`config.mk`:
```
export PLATFORM = sky130hd
export DESIGN_NAME = lcd_spi_writer_flat
export DESIGN_NICKNAME = d
export VERILOG_FILES = /design/src/rtl/lcd_spi_writer_if.sv /design/src/rtl/lcd_spi_writer.sv /design/src/flat_wrapper.sv
export SDC_FILE = /design/constraint.sdc
export NUM_CORES = 1
export LEC_CHECK = 0
export ABC_AREA = 1
export CAP_MARGIN = 20
export CORE_MARGIN = 2
export CORE_UTILIZATION = 60
export DETAILED_ROUTE_END_ITERATION = 10
export GPL_ROUTABILITY_DRIVEN = 0
export PLACE_DENSITY = 0.88
export SYNTH_ARGS = -nofsm -noshare
export SYNTH_HDL_FRONTEND = slang
export SYNTH_SLANG_ARGS = --single-unit
```
`constraint.sdc`:
```
create_clock -name clk -period 5.1 [get_ports clk]
set_input_delay 0.765 -clock clk [delete_from_list [all_inputs] [get_ports clk]]
set_output_delay 0.765 -clock clk [all_outputs]
set_load 0.01 [all_outputs]
```
`src/rtl/lcd_spi_writer_if.sv`:
```
// Request/completion bus for lcd_spi_writer.
//   en_i   [1:0] one-cycle request strobes: [0] panel reset, [1] byte write
//   data_i [8:0] write payload: [8] D/C (1 = data, 0 = command), [7:0] byte
//   done_o [1:0] one-cycle completion pulses: [0] reset sequence, [1] byte write
// master: the requester; slave: the writer.
interface lcd_spi_writer_if;
  logic [1:0] en_i;
  logic [8:0] data_i;
  logic [1:0] done_o;

  modport master (output en_i, output data_i, input done_o);
  modport slave  (input en_i, input data_i, output done_o);
endinterface

```
`src/rtl/lcd_spi_writer.sv`:
```
// SPI writer for an LCD panel: runs the panel hardware-reset sequence and
// shifts single command/data bytes out in SPI mode 0, MSB first.
// Ports:
//   clk, rst    single rising-edge clock, synchronous active-high reset
//   bus         lcd_spi_writer_if.slave (en_i, data_i, done_o)
//   busy_o      high in every state except IDLE (only with LCD_SPI_BUSY_EN)
//   lcd_rst_o   panel reset, active low
//   lcd_cs_o    chip select, active low
//   lcd_dc_o    D/C line, holds the last written value
//   lcd_sclk_o  SPI clock, idles low
//   lcd_mosi_o  SPI data
// Optional feature macro: LCD_SPI_BUSY_EN adds the busy_o output.
// Parameters: CLK_DIV (clk cycles per SCLK half-period, 1..255),
//   RST_LOW_CYC (cycles lcd_rst_o is held low), RST_WAIT_CYC (cycles
//   waited after lcd_rst_o rises before done_o[0]).
module lcd_spi_writer #(
  parameter int CLK_DIV      = 2,
  parameter int RST_LOW_CYC  = 50_000,
  parameter int RST_WAIT_CYC = 6_000_000
) (
  input  logic              clk,
  input  logic              rst,
  lcd_spi_writer_if.slave   bus,
`ifdef LCD_SPI_BUSY_EN
  output logic              busy_o,
`endif
  output logic              lcd_rst_o,
  output logic              lcd_cs_o,
  output logic              lcd_dc_o,
  output logic              lcd_sclk_o,
  output logic              lcd_mosi_o
);

  typedef enum logic [2:0] {IDLE, RST_LOW, RST_WAIT, SHIFT, FINISH} state_t;

  // Terminal counts; counters start at 0, so the last cycle is N-1.
  localparam logic [27:0] LOW_LAST  = 28'(RST_LOW_CYC - 1);
  localparam logic [27:0] WAIT_LAST = 28'(RST_WAIT_CYC - 1);
  localparam logic [7:0]  DIV_LAST  = 8'(CLK_DIV - 1);

  state_t      state;
  logic [27:0] dly_cnt;
  logic [7:0]  div_cnt;
  logic [2:0]  bit_cnt;
  logic [7:0]  shreg;
  logic        busy;

  always_ff @(posedge clk) begin
    if (rst) begin
      state      <= IDLE;
      dly_cnt    <= '0;
      div_cnt    <= '0;
      bit_cnt    <= '0;
      shreg      <= '0;
      busy       <= 1'b0;
      bus.done_o <= 2'b00;
      lcd_rst_o  <= 1'b1;
      lcd_cs_o   <= 1'b1;
      lcd_dc_o   <= 1'b0;
      lcd_sclk_o <= 1'b0;
      lcd_mosi_o <= 1'b0;
    end else begin
      bus.done_o <= 2'b00;
      case (state)
        IDLE: begin
          // Reset request has priority; a simultaneous write is dropped.
          if (bus.en_i[0]) begin
            state     <= RST_LOW;
            lcd_rst_o <= 1'b0;
            dly_cnt   <= '0;
            busy      <= 1'b1;
          end else if (bus.en_i[1]) begin
            state      <= SHIFT;
            lcd_cs_o   <= 1'b0;
            lcd_dc_o   <= bus.data_i[8];
            lcd_mosi_o <= bus.data_i[7];
            shreg      <= {bus.data_i[6:0], 1'b0};
            lcd_sclk_o <= 1'b0;
            div_cnt    <= '0;
            bit_cnt    <= '0;
            busy       <= 1'b1;
          end
        end
        RST_LOW: begin
          if (dly_cnt == LOW_LAST) begin
            state     <= RST_WAIT;
            lcd_rst_o <= 1'b1;
            dly_cnt   <= '0;
          end else begin
            dly_cnt <= dly_cnt + 28'd1;
          end
        end
        RST_WAIT: begin
          if (dly_cnt == WAIT_LAST) begin
            state      <= IDLE;
            bus.done_o <= 2'b01;
            dly_cnt    <= '0;
            busy       <= 1'b0;
          end else begin
            dly_cnt <= dly_cnt + 28'd1;
          end
        end
        SHIFT: begin
          if (div_cnt != DIV_LAST) begin
            div_cnt <= div_cnt + 8'd1;
          end else begin
            div_cnt <= '0;
            if (!lcd_sclk_o) begin
              lcd_sclk_o <= 1'b1;
            end else begin
              // End of a high phase: falling edge, MOSI advances here only.
              lcd_sclk_o <= 1'b0;
              if (bit_cnt == 3'd7) begin
                state      <= FINISH;
                lcd_cs_o   <= 1'b1;
                bus.done_o <= 2'b10;
              end else begin
                bit_cnt    <= bit_cnt + 3'd1;
                lcd_mosi_o <= shreg[7];
                shreg      <= {shreg[6:0], 1'b0};
              end
            end
          end
        end
        FINISH: begin
          state <= IDLE;
          busy  <= 1'b0;
        end
        default: begin
          state <= IDLE;
          busy  <= 1'b0;
        end
      endcase
    end
  end

`ifdef LCD_SPI_BUSY_EN
  assign busy_o = busy;
`endif

endmodule

```
`src/flat_wrapper.sv`:
```
// flat-port wrapper written by rule: the top's interface ports become plain ports
module lcd_spi_writer_flat 
#(
  parameter int CLK_DIV      = 2,
  parameter int RST_LOW_CYC  = 50_000,
  parameter int RST_WAIT_CYC = 6_000_000
)
  (clk, rst, lcd_rst_o, lcd_cs_o, lcd_dc_o, lcd_sclk_o, lcd_mosi_o, bus_en_i, bus_data_i, bus_done_o);
  lcd_spi_writer_if bus_i ();
  input  logic clk;
  input  logic rst;
  output logic lcd_rst_o;
  output logic lcd_cs_o;
  output logic lcd_dc_o;
  output logic lcd_sclk_o;
  output logic lcd_mosi_o;
  input wire logic [$bits(bus_i.en_i)-1:0] bus_en_i;
  input wire logic [$bits(bus_i.data_i)-1:0] bus_data_i;
  output wire logic [$bits(bus_i.done_o)-1:0] bus_done_o;
  assign bus_i.en_i = bus_en_i;
  assign bus_i.data_i = bus_data_i;
  assign bus_done_o = bus_i.done_o;
  lcd_spi_writer #(.CLK_DIV(CLK_DIV), .RST_LOW_CYC(RST_LOW_CYC), .RST_WAIT_CYC(RST_WAIT_CYC)) u_core (.clk(clk), .rst(rst), .bus(bus_i), .lcd_rst_o(lcd_rst_o), .lcd_cs_o(lcd_cs_o), .lcd_dc_o(lcd_dc_o), .lcd_sclk_o(lcd_sclk_o), .lcd_mosi_o(lcd_mosi_o));
endmodule
```
==> results.json <==
{
  "required_ps": 5340,
  "die_y_um": 78.3,
  "grt_first_pass_wirelength_um": 13600,
  "combPwrFrac": 0.336,
  "hold_buffers": 0,
  "synth_nets": 541,
  "row_count": 27,
  "cts-root-buf": "clkbuf_8",
  "grt_max_degree": 26,
  "numCtsBuffers": 5,
  "grt_pass1_vias": 3255,
  "grt_antenna_before_repair": 0,
  "maxCapViolations": 0,
  "post_cts_buffers": 0,
  "powerDensity_nw_per_um2": 318,
  "worst-slew-pin-transition_ps": 726,
  "p_leak_nw": 1.44,
  "mostFrequentLayoutCells": "nand2_1 (139), nor2_1 (76), inv_1 (63)",
  "synth.avg_cell_area_um2": 6.33,
  "min_period_over_period": 0.509,
  "num_vias": 3364,
  "status": "completed",
  "total_power_mw": 1.15,
  "synth_cell_type_count": 34,
  "timing.critical_path.to_type": "flip-flop",
  "worst_slack_ps": 2500,
  "hp-class": "reg2reg",
  "portBuffers": 19,
  "crit_path_start_kind": "primary input",
  "max-vdd-ir-drop_mv": 0.227,
  "rsz0062_at_grt": "no",
  "syn_to_final_growth_pct": 8.73,
  "die_x_um": 78.3,
  "post_drt_via_cell_ratio": 5.51,
  "layout_commonest_cell": "nand2_1",
  "p_seq_frac": 0.442,
  "ys.flop_type": "dfxtp_1",
  "grtUsageTotal": 0.270,
  "crit_start": "rst",
  "routedWlPerCell_um": 12.7,
  "drtPass1Iterations": 6,
  "synthCells": 523,
  "tns_ps": 0,
  "pwr-share-clk": 0.222,
  "yosysSeqAreaShare": 0.339,
  "drtIter0Drc": 364,
  "nNetsFinal": 555,
  "wirelength_um": 7750,
  "drv_slew": 0,
  "clk_pin_slew_ps": 110,
  "cp_max_fo": 25,
  "antenna_cells": 0,
  "ys_ff_latch": 56,
  "start_util": 0.612,
  "setup_viol_count_final": 0,
  "synth-xor-area-share": 0.0185,
  "drcViolationCount": 0,
  "place_hpwl_um": 5730,
  "final_antenna_net_count": 0,
  "crit_type": "in2reg",
  "internal-power_mw": 0.690,
  "min_from": "u_core.shreg[4]",
  "r2r-start": "u_core.state[0]",
  "drive_gt1_frac": 0.0595,
  "synth-edff-count": 0,
  "synthMuxAreaShare": 0,
  "core_um2": 5410,
  "netlist_area_um2": 3310,
  "fin_crit_ps": 2600,
  "relSlewSlack": 0.514,
  "final_util": 0.666,
  "synth_fa_ha_area_frac": 0.0189,
  "io_pins": 20,
  "sw_frac_of_total": 0.397,
  "synth_top_family_by_area": "simple AND/OR/NAND/NOR gates",
  "grt_overflow": 0,
  "synth-async-reset-ratio": 0,
  "clockBufferDepth": 2,
  "p_sw_mw": 0.455,
  "clk_latency_ps": 320,
  "hold_viol": 0,
  "cts.sinks": 56,
  "die_area_um2": 6130,
  "fmax_ghz": 0.385,
  "synth_simple_gate_area_share": 0.412,
  "cts_tree": "yes",
  "synth.yosys.warnings": 0,
  "finClkSkew_ps": 8.87,
  "pre_cts_slack_ps": 2200,
  "cp_data_arrival_time_ps": 2840,
  "h-tree-depth": 2,
  "synth_compound_area_frac": 0.110,
  "ctsResizeCount": 0
}
## synthesized netlist by cell type, types with 4 or more instances
cell / number / area (µm²)
a21oi_1: 29 / 145
nor2_1: 76 / 285
inv_1: 63 / 236
o21ai_1: 4 / 20.0
dfxtp_1: 56 / 1120
nand2_1: 139 / 522
nand2_2: 6 / 37.5
ha_1: 5 / 62.6
nor2_4: 4 / 45.0
nor3_1: 9 / 45.0
nand4_1: 14 / 87.6
nand3_1: 40 / 200
xor2_1: 6 / 52.6
o21ai_0: 31 / 155
inv_2: 5 / 18.8
## state kept, by name, indices dropped and copies added (netlist names)
name,cells
u_core.bit_cnt,3
u_core.state,3
u_core.lcd_mosi_o,1
u_core.lcd_rst_o,1
u_core.shreg,7
u_core.lcd_sclk_o,1
u_core.div_cnt,8
u_core.bus.done_o,2
u_core.dly_cnt,28
u_core.lcd_dc_o,1
u_core.lcd_cs_o,1
## layout make-up
| type | instances | area (µm²) |
|---|---|---|
| flip-flops and latches | 56 | 1120 |
| repair buffers | 19 | 190 |
| well taps | 72 | 90.1 |
| inverters | 68 | 255 |
| multi-input cells | 387 | 1850 |
| fillers | 500 | 1810 |
| clock buffers | 5 | 68.8 |
| clock inverters | 3 | 21.3 |
## stage by stage
step	hold slack, ps	instances	cell area, µm²
floorplan	425	523	3310
global placement	436	602	3510
detailed placement	442	602	3510
CTS	459	610	3600
global route	487	610	3600
finish	455	610	3600
## final timing paths
check / cells after the start / end / slack (ps)
worst max-delay path: 4 / u_core.dly_cnt[0] / 2500
worst min-delay path: 2 / u_core.shreg[4] / 460
worst max register to register: 9 / u_core.dly_cnt[0] / 2860
worst min register to register: 2 / u_core.shreg[4] / 460
## power by group through the flow
stage / sequential [mW] / combinational, mW / clock (mW)
global placement: 0.513 / 0.368 / 0
finish: 0.507 / 0.385 / 0.254
floorplan: 0.514 / 0.310 / 0
detailed placement: 0.515 / 0.380 / 0
CTS: 0.506 / 0.382 / 0.258
global route: 0.511 / 0.427 / 0.274
## critical path, cell delays in order
cell	delay, ps
clkdlybuf4s50_1	780
inv_1	730
nand2_2	340
a21oi_1	210
## cells by family after synthesis
family / count (synthesis)
and+or+nand+nor: 306
buffers and inverters: 80
AOI/OAI and AO/OA: 69
DFF: 56
xor gates and xnor gates: 7
adders and majority gates: 5
## routing by layer
metal  vias up  wire, µm  part of all wire  track usage
met2       128      3790              0.49        0.472
met1      1524      3320              0.43        0.326
li1       1690         -                 -            -
met3        22       434             0.056       0.0414
met4         0       202             0.026        0.123
met5         -         0                 0            0
Power figures use the tool's default switching activity.
